===== src/rtl/pe_pkg.sv =====
// Shared types for the PE_typeB scheduler.
// Holds op/tag encodings and FSM states.
package pe_pkg;

   localparam int DWIDTH_DOUBLE = 64;
   localparam int NREQ_MAX      = 4;
   localparam int ID_W          = $clog2(NREQ_MAX);

   typedef enum logic [1:0] {
      OP_PASS = 2'b00,
      OP_CVT  = 2'b01
   } pe_op_e;

   typedef struct packed {
      logic            v;
      logic [ID_W-1:0] id;
      pe_op_e          op;
   } pe_tag_t;

   typedef enum logic [1:0] {
      S_RUN,
      S_DRAIN,
      S_DRAINED
   } sched_state_e;

endpackage


===== src/rtl/pe_tag_pipe.sv =====
// Tag shift pipe that travels alongside the PE datapath.
// Clearing it on reset masks stale PE contents.
module pe_tag_pipe
   import pe_pkg::*;
#(
   parameter int DEPTH = 4
)(
   input  logic    clk,
   input  logic    rst,
   input  pe_tag_t i_tag,
   output pe_tag_t o_tail
);

   pe_tag_t [DEPTH-1:0] r_pipe;

   // Shift a new tag in every cycle; invalid tags are all-zero.
   always_ff @(posedge clk or posedge rst) begin
      if (rst) begin
         r_pipe <= '0;
      end else begin
         r_pipe[0] <= i_tag;
         for (int i = 1; i < DEPTH; i++) begin
            r_pipe[i] <= r_pipe[i-1];
         end
      end
   end

   assign o_tail = r_pipe[DEPTH-1];

endmodule


===== src/rtl/pe_typeb_scheduler.sv =====
// Round-robin sharing of one PE_typeB among NREQ requesters.
// Tags each issue and routes results back to the owner.
module pe_typeb_scheduler
   import pe_pkg::*;
#(
   parameter int NREQ    = 4,
   parameter int DW      = DWIDTH_DOUBLE,
   parameter int LATENCY = 4,
   localparam int CW     = $clog2(LATENCY+2),
   localparam int RW     = $clog2(NREQ)
)(
   input  logic               clk,
   input  logic               rst,
   input  logic [NREQ-1:0]    req_valid,
   output logic [NREQ-1:0]    req_ready,
   input  logic [NREQ*DW-1:0] req_data,
   input  logic [NREQ*2-1:0]  req_op,
   output logic [NREQ-1:0]    rsp_valid,
   output logic [DW-1:0]      rsp_data,
   output logic [DW-1:0]      pe_inp1,
   output logic [1:0]         pe_op,
   input  logic [DW-1:0]      pe_out1,
   input  logic               drain_req,
   output logic               drained,
   output logic [CW-1:0]      inflight
);

   sched_state_e    r_state;
   sched_state_e    w_state_nxt;
   logic [RW-1:0]   r_rr;
   logic [RW-1:0]   w_win;
   logic            w_any;
   logic [NREQ-1:0] w_grant;
   logic            w_acc;
   logic [DW-1:0]   w_sel_data;
   pe_op_e          w_sel_op;
   pe_tag_t         w_tag_in;
   pe_tag_t         w_tail;
   pe_tag_t         r_out_tag;
   logic [CW-1:0]   r_inflight;
   logic [NREQ-1:0] w_op_hi;
   logic            w_op_unused;

   // Find the first valid requester at or after the rr pointer.
   always_comb begin
      w_any = 1'b0;
      w_win = '0;
      for (int k = 0; k < NREQ; k++) begin
         if (!w_any && req_valid[(int'(r_rr) + k) % NREQ]) begin
            w_any = 1'b1;
            w_win = RW'((int'(r_rr) + k) % NREQ);
         end
      end
   end

   // Op bit1 carries no meaning for this PE.
   always_comb begin
      w_op_hi = '0;
      for (int k = 0; k < NREQ; k++) begin
         w_op_hi[k] = req_op[k*2+1];
      end
   end
   assign w_op_unused = ^w_op_hi;

   assign w_grant = (!rst && r_state == S_RUN && !drain_req && w_any)
                    ? (NREQ'(1) << w_win) : '0;
   assign w_acc      = |(w_grant & req_valid);
   assign w_sel_data = req_data[w_win*DW +: DW];
   assign w_sel_op   = req_op[w_win*2] ? OP_CVT : OP_PASS;
   assign req_ready  = w_grant;

   // Build the issue tag; idle cycles push an all-zero tag.
   always_comb begin
      w_tag_in = '0;
      if (w_acc) begin
         w_tag_in.v  = 1'b1;
         w_tag_in.id = ID_W'(w_win);
         w_tag_in.op = w_sel_op;
      end
   end

   pe_tag_pipe #(
      .DEPTH (LATENCY)
   ) u_tag_pipe (
      .clk    (clk),
      .rst    (rst),
      .i_tag  (w_tag_in),
      .o_tail (w_tail)
   );

   // Issue register, rr pointer and output-stage tag alignment.
   always_ff @(posedge clk or posedge rst) begin
      if (rst) begin
         pe_inp1   <= '0;
         r_rr      <= '0;
         r_out_tag <= '0;
      end else begin
         pe_inp1   <= w_acc ? w_sel_data : '0;
         r_out_tag <= w_tail;
         if (w_acc) begin
            r_rr <= (int'(w_win) == NREQ-1) ? '0 : w_win + RW'(1);
         end
      end
   end

   assign pe_op = r_out_tag.v ? r_out_tag.op : OP_PASS;

   // Return the PE result to the owner of the output-stage tag.
   always_ff @(posedge clk or posedge rst) begin
      if (rst) begin
         rsp_valid <= '0;
         rsp_data  <= '0;
      end else if (r_out_tag.v) begin
         rsp_valid <= NREQ'(1) << r_out_tag.id;
         rsp_data  <= pe_out1;
      end else begin
         rsp_valid <= '0;
      end
   end

   // Count issues not yet answered.
   always_ff @(posedge clk or posedge rst) begin
      if (rst) begin
         r_inflight <= '0;
      end else begin
         r_inflight <= r_inflight + CW'(w_acc) - CW'(r_out_tag.v);
      end
   end

   assign inflight = r_inflight;

   // Drain FSM state register.
   always_ff @(posedge clk or posedge rst) begin
      if (rst) begin
         r_state <= S_RUN;
      end else begin
         r_state <= w_state_nxt;
      end
   end

   // Drain FSM next state and status.
   always_comb begin
      w_state_nxt = r_state;
      drained     = 1'b0;
      unique case (r_state)
         S_RUN: begin
            if (drain_req) w_state_nxt = S_DRAIN;
         end
         S_DRAIN: begin
            if (!drain_req)           w_state_nxt = S_RUN;
            else if (r_inflight == 0) w_state_nxt = S_DRAINED;
         end
         S_DRAINED: begin
            drained = 1'b1;
            if (!drain_req) w_state_nxt = S_RUN;
         end
         default: w_state_nxt = S_RUN;
      endcase
   end

endmodule


===== config.mk =====
export PLATFORM = sky130hd
export DESIGN_NAME = pe_typeb_scheduler
export DESIGN_NICKNAME = d
export VERILOG_FILES = /design/src/rtl/pe_pkg.sv /design/src/rtl/pe_tag_pipe.sv /design/src/rtl/pe_typeb_scheduler.sv
export SDC_FILE = /design/constraint.sdc
export NUM_CORES = 1
export LEC_CHECK = 0
export ABC_AREA = 0
export CORE_AREA = 5 5 184 186
export CTS_BUF_LIST = sky130_fd_sc_hd__clkbuf_8
export CTS_CLUSTER_DIAMETER = 100
export DETAILED_ROUTE_END_ITERATION = 16
export DIE_AREA = 0 0 189 191
export MAX_ROUTING_LAYER = met4
export PLACE_DENSITY = 0.67
export SKIP_CTS_REPAIR_TIMING = 1
export SLEW_MARGIN = 20
export SYNTH_ARGS = -nofsm -noshare
export SYNTH_HDL_FRONTEND = slang
export SYNTH_SLANG_ARGS = --single-unit
export TNS_END_PERCENT = 1

===== constraint.sdc =====
create_clock -name clk -period 7.16 [get_ports clk]
set_input_delay 1.432 -clock clk [delete_from_list [all_inputs] [get_ports clk]]
set_output_delay 1.432 -clock clk [all_outputs]
set_load 0.1 [all_outputs]

# After elaboration in Yosys (flattened, before gate mapping)
# Index checks and enable logic that the tools add are counted.
[op_classes]
addsub = 6
order_cmp = 5
eq_ne = 6
shifts = 3
muxes = 34
bitwise_logic = 4
reduce_logical = 18
[ops]
columns = ["op", "n"]
rows = [
  ["$shiftx 256x9->64", 1],
  ["$mux 64", 1],
  ["$mux 2", 10],
  ["$lt 3x4->1 const B", 4],
  ["$mux 1", 14],
  ["$bmux 1 s2", 5],
  ["$mux 4", 2],
  ["$shl 1x2->4 const A", 2],
  ["$logic_and 1x1->1", 6],
  ["$pmux 2 s3", 1],
  ["$reduce_or 2->1", 3],
  ["$logic_not 1->1", 5],
  ["$mux 5", 1],
  ["$add 2x1->2 const B", 2],
  ["$add 2x2->2 const B", 2],
  ["$and 4x4->4", 1],
  ["$eq 2x1->1 const B", 2],
  ["$ne 2x2->1 const B", 2],
  ["$reduce_or 4->1", 1],
  ["$add 3x1->3", 1],
  ["$and 1x1->1 const A", 3],
  ["$logic_not 3->1", 1],
  ["$lt 2x3->1 const B", 1],
  ["$ne 3x3->1 const B", 1],
  ["other kinds (4)", 4],
]
[word_totals]
regBits = 164
input_bits = 335
output_inout_bits = 142
elab_cells = 97

# Longest topological paths before layout
[depth]
word_depth = 20
ltp_mapped = 16
ltp_nobuf = 12

# Modules after synthesis
# A second synthesis with hierarchy kept.
[unflattened]
hier_cells = 523
area_unflattened_um2 = 7559.8
[modules_own_cells]
columns = ["mod", "instances", "cells_each", "area_each_um2"]
rows = [
  ["pe_typeb_scheduler", 1, 497, 7018.0],
  ["pe_tag_pipe", 1, 26, 541.8],
]

# Least setup slack after synthesis
# OpenSTA, ideal clock, no wires.
[synth_path]
kind = "input to output"
startpoint = "in req_valid[3]"
endpoint = "out req_ready[1]"
t_arrival_ns = 4.981
required_ns = 5.728
slack_ns = 0.747
cell_stages = 6
n_path_buf = 1
path_cell_list = "clkbuf_2 -> or2_2 -> o221a_2 -> nand2_4 -> inv_2 -> nor4_1"
[synth_via]
elab_chain_cells = 14
[synth_lines]
columns = ["item", "line_no", "rtl"]
rows = [
  ["start: declaration", "pe_typeb_scheduler.sv:14", "input logic [NREQ-1:0] req_valid,"],
  ["$bmux 1 s2", "pe_typeb_scheduler.sv:49", "if (!w_any && req_valid[(int'(r_rr) + k) % NREQ]) begin"],
  ["$mux 1 (not written as such)", "pe_typeb_scheduler.sv:49", ""],
  ["$mux 1", "pe_typeb_scheduler.sv:49", ""],
  ["$logic_not 1->1", "pe_typeb_scheduler.sv:49", ""],
  ["$logic_and 1x1->1", "pe_typeb_scheduler.sv:49", ""],
  ["$mux 1", "pe_typeb_scheduler.sv:49", ""],
  ["$logic_not 1->1", "pe_typeb_scheduler.sv:49", ""],
  ["$logic_and 1x1->1", "pe_typeb_scheduler.sv:49", ""],
  ["$mux 1", "pe_typeb_scheduler.sv:49", ""],
  ["$logic_not 1->1", "pe_typeb_scheduler.sv:49", ""],
  ["$logic_and 1x1->1", "pe_typeb_scheduler.sv:49", ""],
  ["$mux 2 or $mux 1 (tied branches)", "pe_typeb_scheduler.sv:49", ""],
  ["$shl 1x2->4 or $logic_and 1x1->1 (tied branches)", "pe_typeb_scheduler.sv:66, pe_typeb_scheduler.sv:65", ""],
  ["$mux 4 *", "pe_typeb_scheduler.sv:66", "? (NREQ'(1) << w_win) : '0;"],
  ["end: declaration", "pe_typeb_scheduler.sv:15", "output logic [NREQ-1:0] req_ready,"],
]
# Every way passes the cells marked *; elsewhere a longest branch is shown, timed or not. The select of a mux whose other input is x is not followed.

# Worst setup path in the final report
[layout_path]
startpoint = "in req_valid[3]"
endpoint = "out req_ready[2]"
# Same word-level chain as after synthesis.

==> results.json <==
{
  "cts_buffers": 17,
  "grt_pass1_wl_um": 45500,
  "wirelength_um": 30700,
  "r2r_cells": 11,
  "via_per_inst": 4.68,
  "slew_violations": 0,
  "maxCapViolCount": 0,
  "worstSetupPathType": "in2out",
  "critPathLaunchType": "input port",
  "synth.yosys.warnings": 0,
  "synth.largest_area_cell": "dfrtp_1",
  "hold_violations": 0,
  "async_reset_ff_share_pct": 100,
  "crit-reg2reg-capture": "inflight[1]",
  "overflow": 0,
  "gp_congestion": 0.817,
  "synth_commonest_cells": "dfrtp_1 (159), a21oi_1 (67), and3_1 (66)",
  "vdd_ir_drop_max_mv": 0.249,
  "synth_seq_cells": 159,
  "synth_cell_types": 48,
  "die_w_um": 189,
  "syn_to_final_growth_pct": 72.7,
  "cp_max_fo": 48,
  "fin_ws_ps": 1460,
  "p_sw_w": 0.00300,
  "synthFlopType": "dfrtp_1",
  "clockBufferDepth": 2,
  "dp.cells": 1496,
  "finalSetupTns_ps": 0,
  "first_iter_violations": 314,
  "final_nets": 1446,
  "dp_hpwl_um": 23200,
  "grtUsageTotal_pct": 16.9,
  "hold_path.class": "reg2reg",
  "wire_per_inst_um": 20.1,
  "tightest_slew_ps": 1070,
  "internal-power_w": 0.00231,
  "ant_nets": 0,
  "stdcell_count": 1529,
  "die_area_sq_um": 36100,
  "power_w": 0.00531,
  "comb_power_share_pct": 62.9,
  "maxSlewHeadroom_pct": 28.7,
  "synth_top_area_share_pct": 53.4,
  "r2r_slack_ps": 3490,
  "row_count": 66,
  "first_pass_iters": 4,
  "grt_pass1_vias": 7663,
  "min_period_ps": 5700,
  "skew_ps": 11.4,
  "ios": 477,
  "r2r-start": "r_rr[1]",
  "cp.arrival_ps": 4260,
  "via_count": 7149,
  "post-synth-top-count-cell": "dfrtp_1",
  "die-height_um": 191,
  "start_util_pct": 23.2,
  "h-tree-depth": 4,
  "cts_tree": "done",
  "min_from": "u_tag_pipe.r_pipe[14]",
  "drc": 0,
  "clk_pin_slew_ps": 100,
  "synthCells": 677,
  "pre_cts_ws_ps": 1440,
  "grt_max_degree": 92,
  "synth_nets": 1016,
  "cp.required_ps": 5730,
  "io_buffers": 471,
  "grt_setup_unrepaired": "false",
  "finalCritPeriodShare_pct": 79.5,
  "clockRootBuffer": "clkbuf_8",
  "min_to": "u_tag_pipe.o_tail[4]",
  "clockPowerShare_pct": 12.9,
  "final_area_sq_um": 12900,
  "drive_above_1_share_pct": 10.7,
  "core_sq_um": 32100,
  "dpl_cell_area_sq_um": 12500,
  "switching_share_pct": 56.4,
  "min_path_cells": 0,
  "crit_path_end_kind": "output port",
  "leakagePower_nw": 5.33,
  "fmax_mhz": 176,
  "ys_seq_area_share_pct": 53.4,
  "n_fill_cell": 3100,
  "synth_area_sq_um": 7460,
  "status": "complete, no violations",
  "postSynthAreaPerCell_sq_um": 11.0,
  "seqPwrFrac_pct": 24.2,
  "antenna_found_initial": 2,
  "setup_viol": 0,
  "p_per_area_nw_per_um2": 412,
  "synth_edf_count": 0,
  "netlist_top_cells_area": "dfrtp_1 (53%), mux2_2 (9.7%), a22oi_1 (6.5%), a21boi_0 (5.9%), and3_1 (5.5%)",
  "clock_sinks": 159,
  "clk-insertion-delay-late_ps": 460
}
==> how the worst max path moves through the flow <==
stage	startpoint	end	slack (ps)	depth (start not counted)
2_1_floorplan	req_valid[3]	req_ready[1]	750	6
3_3_place_gp	req_valid[3]	req_ready[2]	1490	6
3_5_place_dp	req_valid[3]	req_ready[2]	1440	6
4_1_cts	req_valid[3]	req_ready[2]	1440	6
5_1_grt	req_valid[3]	req_ready[2]	1340	6
6_report	req_valid[3]	req_ready[2]	1460	6
==> power groups by stage <==
stage               Clock [W]  Combinational [W]  Sequential (W)
floorplan                   0           0.000756         0.00297
global placement            0            0.00335         0.00129
detailed placement          0            0.00336         0.00131
CTS                  0.000721            0.00337         0.00129
global route         0.000749            0.00349         0.00132
finish               0.000682            0.00334         0.00129
==> metrics by stage <==
step / hold WS (ps) / utilization [%]
final: 355 / 40.1
after global routing: 352 / 40.1
after CTS: 347 / 40.1
after detailed placement: 336 / 38.8
after global placement: 331 / 38.8
after floorplan: 331 / -
==> layer usage <==
| metal | wire length (um) | global-route usage (%) | vias up |
|---|---|---|---|
| met4 | 517 | 4.74 | 0 |
| met5 | 0 | - | - |
| met3 | 2600 | 5.64 | 27 |
| met1 | 12300 | 19.1 | 3433 |
| li1 | - | - | 3342 |
| met2 | 15300 | 28.7 | 347 |
==> layout by cell type, fill, tap and decap left out, types with 3 or more instances in the layout <==
cell             instances
nor4_1                   3
inv_1                    8
buf_4                   11
o21ai_0                 57
clkbuf_8                17
a21boi_1                 6
a21boi_0                59
clkinv_8                 4
nor2_1                   4
inv_6                    4
and3_1                  66
ha_1                     3
o21ai_1                 10
inv_8                    4
a22oi_1                 65
mux2_2                  64
dfrtp_1                158
nand2_1                  5
clkdlybuf4s50_1        468
a21oi_1                 67
==> final cells by class <==
type,count,area [sq um],share of cell area [%]
Timing Repair Buffer,479,4770,37.0
Sequential cell,159,3980,30.9
Multi-Input combinational cell,440,3180,24.7
Tap cell,408,510,3.96
Clock buffer,17,234,1.82
Clock inverter,15,166,1.29
Inverter,10,42.5,0.330
Antenna cell,1,2.50,0.0194
==> worst max-delay path: stages <==
cell	delay, ps
clkdlybuf4s50_1	640
nand4b_1	220
and2_4	470
nand2_4	100
nor3_1	210
clkdlybuf4s50_1	1180
==> state kept, by name, summed over array words and instances (netlist names) <==
signal,cells
u_tag_pipe.r_pipe,12
u_tag_pipe.o_tail,4
rsp_data,64
rsp_valid,4
r_state,2
pe_inp1,64
r_rr,2
inflight,3
r_out_tag,4
==> kinds of logic (layout without fill, tap and decap cells) <==
logic type,Yosys count,count (layout),share of synthesized area (%)
mux,67,67,10.1
simple gates,94,94,7.79
xor+xnor,2,2,0.235
buf+inv,78,521,4.61
compound gates,272,272,23.0
other cells,1,2,0.0503
flops,159,159,53.4
fa+ha+maj,4,4,0.772
Note: power is estimated with default switching activity, not from simulation.
